### src/rtl/fetch_stage_if.sv
`default_nettype none
// ============================================================================
//  Module   : fetch_stage_if
//  Brief    : Fetch-stage bus: instruction-memory port, EX redirect, decode hand-off.
//  Revision : 1.0
// ============================================================================
interface fetch_stage_if #(
   parameter int XLEN = 32
);
   logic            ImemReq;
   logic [XLEN-1:0] ImemAddr;
   logic [31:0]     ImemRData;
   logic            PCSrcE;
   logic [XLEN-1:0] PCTargetE;
   logic            StallD;
   logic            ValidD;
   logic [31:0]     InstrD;
   logic [XLEN-1:0] PCD;
   logic [XLEN-1:0] PCPlus4D;

   modport master (
      output ImemReq, ImemAddr, ValidD, InstrD, PCD, PCPlus4D,
      input  ImemRData, PCSrcE, PCTargetE, StallD
   );

   modport slave (
      input  ImemReq, ImemAddr, ValidD, InstrD, PCD, PCPlus4D,
      output ImemRData, PCSrcE, PCTargetE, StallD
   );
endinterface
`default_nettype wire

### src/rtl/fetch_stage.sv
`default_nettype none
// ============================================================================
//  Module   : fetch_stage
//  Brief    : RV32I instruction fetch: PC, 1-cycle imem requests, in-order queue to decode.
//  Revision : 1.0
// ============================================================================
module fetch_stage #(
   parameter int              XLEN     = 32,
   parameter logic [XLEN-1:0] RESET_PC = '0,
   parameter int              QDEPTH   = 2
) (
   input  wire logic         clk,
   input  wire logic         reset,
   fetch_stage_if.master     bus
);
   localparam int          c_PW  = (QDEPTH > 1) ? $clog2(QDEPTH) : 1;
   localparam int          c_CW  = $clog2(QDEPTH + 1);
   localparam logic [31:0] c_NOP = 32'h0000_0013;

   logic [31:0]     r_q_instr [QDEPTH];
   logic [XLEN-1:0] r_q_pc    [QDEPTH];
   logic [c_PW-1:0] r_head;
   logic [c_PW-1:0] r_tail;
   logic [c_CW-1:0] r_count;
   logic            r_inflight;
   logic [XLEN-1:0] r_inflight_pc;
   logic [XLEN-1:0] r_pcf;

   logic            w_valid;
   logic            w_deq;
   logic            w_enq;
   logic            w_req;
   logic [c_CW:0]   w_occ;
   logic [c_CW-1:0] w_count_nxt;

   function automatic logic [c_PW-1:0] f_inc(input logic [c_PW-1:0] p);
      return (p == c_PW'(QDEPTH - 1)) ? '0 : p + c_PW'(1);
   endfunction

   // A response returning during a redirect belongs to the wrong path and is never enqueued.
   always_comb begin
      w_valid     = (r_count != '0);
      w_deq       = w_valid & ~bus.StallD;
      w_enq       = r_inflight & ~bus.PCSrcE;
      w_occ       = {1'b0, r_count} + (c_CW + 1)'(r_inflight) - (c_CW + 1)'(w_deq);
      w_req       = reset & ~bus.PCSrcE & (w_occ < (c_CW + 1)'(QDEPTH));
      w_count_nxt = r_count + c_CW'(w_enq) - c_CW'(w_deq);
   end

   always_ff @(posedge clk or negedge reset) begin
      if (!reset) begin
         r_pcf         <= RESET_PC;
         r_head        <= '0;
         r_tail        <= '0;
         r_count       <= '0;
         r_inflight    <= 1'b0;
         r_inflight_pc <= '0;
      end else if (bus.PCSrcE) begin
         r_pcf      <= bus.PCTargetE & ~XLEN'(3);
         r_head     <= '0;
         r_tail     <= '0;
         r_count    <= '0;
         r_inflight <= 1'b0;
      end else begin
         if (w_enq) r_tail <= f_inc(r_tail);
         if (w_deq) r_head <= f_inc(r_head);
         r_count    <= w_count_nxt;
         r_inflight <= w_req;
         if (w_req) begin
            r_inflight_pc <= r_pcf;
            r_pcf         <= r_pcf + XLEN'(4);
         end
      end
   end

   // Queue payload needs no reset: it is only observed through w_valid.
   always_ff @(posedge clk) begin
      if (w_enq) begin
         r_q_instr[r_tail] <= bus.ImemRData;
         r_q_pc[r_tail]    <= r_inflight_pc;
      end
   end

   assign bus.ImemReq  = w_req;
   assign bus.ImemAddr = r_pcf;
   assign bus.ValidD   = w_valid;
   assign bus.InstrD   = w_valid ? r_q_instr[r_head] : c_NOP;
   assign bus.PCD      = w_valid ? r_q_pc[r_head] : '0;
   assign bus.PCPlus4D = w_valid ? r_q_pc[r_head] + XLEN'(4) : '0;
endmodule
`default_nettype wire

### src/flat_wrapper.sv
// flat-port wrapper written by rule: the top's interface ports become plain ports
module fetch_stage_flat 
#(
   parameter int              XLEN     = 32,
   parameter logic [XLEN-1:0] RESET_PC = '0,
   parameter int              QDEPTH   = 2
)
  (clk, reset, bus_ImemReq, bus_ImemAddr, bus_ValidD, bus_InstrD, bus_PCD, bus_PCPlus4D, bus_ImemRData, bus_PCSrcE, bus_PCTargetE, bus_StallD);
  fetch_stage_if #(.XLEN(XLEN)) bus_i ();
  input  wire logic clk;
  input  wire logic reset;
  output wire logic [$bits(bus_i.ImemReq)-1:0] bus_ImemReq;
  output wire logic [$bits(bus_i.ImemAddr)-1:0] bus_ImemAddr;
  output wire logic [$bits(bus_i.ValidD)-1:0] bus_ValidD;
  output wire logic [$bits(bus_i.InstrD)-1:0] bus_InstrD;
  output wire logic [$bits(bus_i.PCD)-1:0] bus_PCD;
  output wire logic [$bits(bus_i.PCPlus4D)-1:0] bus_PCPlus4D;
  input wire logic [$bits(bus_i.ImemRData)-1:0] bus_ImemRData;
  input wire logic [$bits(bus_i.PCSrcE)-1:0] bus_PCSrcE;
  input wire logic [$bits(bus_i.PCTargetE)-1:0] bus_PCTargetE;
  input wire logic [$bits(bus_i.StallD)-1:0] bus_StallD;
  assign bus_ImemReq = bus_i.ImemReq;
  assign bus_ImemAddr = bus_i.ImemAddr;
  assign bus_ValidD = bus_i.ValidD;
  assign bus_InstrD = bus_i.InstrD;
  assign bus_PCD = bus_i.PCD;
  assign bus_PCPlus4D = bus_i.PCPlus4D;
  assign bus_i.ImemRData = bus_ImemRData;
  assign bus_i.PCSrcE = bus_PCSrcE;
  assign bus_i.PCTargetE = bus_PCTargetE;
  assign bus_i.StallD = bus_StallD;
  fetch_stage #(.XLEN(XLEN), .RESET_PC(RESET_PC), .QDEPTH(QDEPTH)) u_core (.clk(clk), .reset(reset), .bus(bus_i));
endmodule
### config.mk
export PLATFORM = sky130hd
export DESIGN_NAME = fetch_stage_flat
export DESIGN_NICKNAME = d
export VERILOG_FILES = /design/src/rtl/fetch_stage_if.sv /design/src/rtl/fetch_stage.sv /design/src/flat_wrapper.sv
export SDC_FILE = /design/constraint.sdc
export NUM_CORES = 1
export LEC_CHECK = 0
export ABC_AREA = 1
export CAP_MARGIN = 20
export CORE_MARGIN = 2
export CORE_UTILIZATION = 40
export CTS_CLUSTER_SIZE = 24
export DETAILED_ROUTE_END_ITERATION = 12
export PLACE_DENSITY = 0.8
export SYNTH_ARGS = -nofsm -noshare
export SYNTH_HDL_FRONTEND = slang
export SYNTH_SLANG_ARGS = --single-unit
export TNS_END_PERCENT = 1
### constraint.sdc
create_clock -name clk -period 3.9 [get_ports clk]
set_input_delay 0.39 -clock clk [delete_from_list [all_inputs] [get_ports clk]]
set_output_delay 0.39 -clock clk [all_outputs]
set_load 0.02 [all_outputs]
==> results.md <==
* Run status: completed
* Starting Density at 0.407
* R2r worst-path depth at 15
* Crit start category: flip-flop
* Gr ovfl total at 0
* Pre-CTS worst setup slack at 686 ps
* # DRC at 0
* Final Hold Slack at 211 ps
* Xor/xnor share of the synthesized area at 0.00954
* Initial DRT Pass Iterations at 5
* Worst EP required at 3510 ps
* Peak VDD IR at 0.000344 V
* Pins over their slew limit at 0
* Worst r2r src: u_core.r_count[1]
* Yosys cell types at 37
* Io pins at 198
* DIE AREA at 24200 sq um
* CP arrival at 3220 ps
* DR vias at 7619
* Nets at 1306
* Fin crit period at 3610 ps
* Synth warn at 0
* Post-Syn Area at 9180 sq um
* TritonCTS clock tree: yes
* Hold/Removal Path Class: in -> async
* Measured slew at the worst slew-check pin at 867 ps
* Fill cells at 2039
* #FFs+latches synth at 189
* Synth Area in Adders at 0.00899
* # setup viols final at 0
* Port Buffers at 189
* Post-CTS Setup Repair Bufs at 0
* # rows at 55
* Largest family of logic cells by synthesized area: simple AND/OR/NAND/NOR gates
* # placed instances at 1498
* Reg-to-reg endpoint: u_core.bus.ImemAddr[16]
* Setup TNS at 0 ps
* Post-synth EDFFs at 124
* CP Cell Sequence: buf_4 -> nand2_1 -> o21ai_0 -> inv_1 -> ha_1 -> nand2_1 -> nor2_2 -> nand3_2 -> nor2_4 -> nor2_1 -> a21oi_1 -> clkdlybuf4s50_1
* CP peak stage delay at 620 ps
* Top cell type by total area after synthesis: edfxtp_1
* Die W at 156 um
* Largest net degree at the start of global routing at 67
* Syn Inst Count at 1047
* Leak at 0.00497 uW
* First-pass GRT wire length at 37100 um
* Worst path slowest cell: clkdlybuf4s50_1
* Pwr per Cell Area at 701 nW/um^2
* Layout cells sized above 1 at 0.0659
* Unrepaired setup endpoints after global routing: no
* Leading cell types by count after synthesis: 332 x nand2_1, 124 x edfxtp_1, 117 x inv_1, 117 x nor2_1, 65 x dfrtp_1
* Cts bufs inserted at 17
* Most instantiated library cell after synthesis: nand2_1
* Total track usage at 0.195
* Vias in the first global route at 7282
* Synth top area share at 0.406
* DRT antenna net count at 0
* Final worst slack at 294 ps
* Area of the multi-input gates at 3200 sq um
* Syn avg cell area at 8.77 sq um
* Register area at 5350 sq um
* Max Buffers Root-to-Sink at 2
* Core region area at 22600 sq um
* Compound-cell area share of the yosys netlist at 0.0722
* Final Hold Viols at 0
* Relative slew slack at 0.422
* Root buf cell: clkbuf_16
* Area delta synth->final at 30.3%
* TritonCTS Sinks at 189
* Max Freq at 277 MHz
* Clock skew at 16.4 ps
* 1st-iter DRT viols at 642
* Max-cap viol count at 0
* Avg WL per Cell at 15.1 um
* # diodes at 0
* CP Class: reg -> out
* Crit share post-route at 0.925
* Routability Congestion at 0.894
* Clock slew at reported path FFs at 80 ps
* Area contributors post-synth: edfxtp_1 41%, dfrtp_1 18%, nand2_1 14%, inv_1 4.8%, nor2_1 4.8%
* Hold_buf cts at 0
* Crit. End Element: output port
* Via density at 4.98
* Mux contribution to synthesized area at 0
* Seq/Total Area, Yosys at 0.583
* Die H at 156 um
* Design area at 12000 sq um
* Cell with the most instances on the worst path: nand2_1
* Predominant post-synthesis flop cell: edfxtp_1
* Area post-placement at 11400 sq um
* Final std cells w/o fill at 1530
* Post-CTS sizing at 0
* Drt total wl at 23200 um
* H-tree Lvls at 4
* Antenna violations before repair at 1
* Clk_lat worst skew at 440 ps
* Worst R2R Setup Slack at 990 ps
* Worst-path maximum fanout at 30
* Async S/R FF share, synth at 0.344
* Post-DP HPWL at 16400 um
* Synth Area in Simple Gates at 0.252
[power breakdown]
group | switching [uW] | leakage [uW] | total, uW | internal [uW]
combinational | 2240 | 0.00276 | 3640 | 1400
sequential | 381 | 0.00192 | 3020 | 2640
clock | 855 | 0.000290 | 1720 | 868
[worst max-delay path: cells and delay by family, from the launching register on]
family | cells | cell delay, ps
flops | 1 | 490
compound gates | 2 | 280
fa+ha+maj | 1 | 180
buf+inv | 3 | 1020
simple gates | 6 | 800
[layout make-up]
type | count | share of cell area
clock inverters | 14 | 0.0138
repair buffers | 204 | 0.168
multi-input cells | 699 | 0.267
inverters | 121 | 0.0381
well taps | 285 | 0.0298
flip-flops and latches | 189 | 0.447
clock buffers | 18 | 0.0359
[layer usage]
metal | up-vias | track usage | part of all wire
met4 | 2 | 0.0450 | 0.0077
met1 | 3534 | 0.275 | 0.47
met2 | 312 | 0.307 | 0.45
met3 | 15 | 0.0446 | 0.079
met5 | - | 0 | 0.00035
li1 | 3756 | - | -
[state kept, by name, summed over array words and instances (netlist names)]
signal and cells:
u_core.bus.ImemAddr 30, u_core.r_count 2, u_core.r_head 1, u_core.r_inflight 1
u_core.r_inflight_pc 30, u_core.r_q_instr 64, u_core.r_q_pc 60, u_core.r_tail 1
[cells in the final DEF, fill, tap and decap left out, types with 7 or more instances in the layout]
master	n
o21ai_0	43
nand4_1	12
clkdlybuf4s50_1	186
nand3_1	59
dfrtp_1	64
nor3_1	9
edfxtp_1	124
nand2_1	331
nor2_2	10
clkbuf_16	17
inv_1	117
o211ai_1	8
a21oi_1	44
xor2_1	7
nor2_1	114
o21ai_1	7
buf_4	15
nand2_2	8
[cells by family after synthesis]
logic type / count (synthesis)
AOI/OAI and AO/OA: 118
xor gates and xnor gates: 10
adders and majority gates: 6
buffers and inverters: 164
DFF: 189
other: 1
and+or+nand+nor: 559
[through the flow]
step / util / power (uW)
6_report: 0.530 / 8380
2_1_floorplan: - / 5100
3_3_place_gp: 0.503 / 6600
3_5_place_dp: 0.503 / 6690
4_1_cts: 0.530 / 8420
5_1_grt: 0.530 / 8900
[worst max-delay path by stage]
stage / startpoint / endpoint / slack [ps]
detailed placement: u_core.r_head / bus_PCPlus4D[24] / 690
global placement: bus_StallD / bus_ImemReq / 710
finish: u_core.r_head / bus_PCPlus4D[20] / 290
CTS: u_core.r_head / bus_PCPlus4D[24] / 180
floorplan: bus_PCSrcE / u_core.r_q_instr[0][0] / 70
global route: u_core.r_head / bus_PCPlus4D[20] / 20
(Power assumes the default switching activity.)
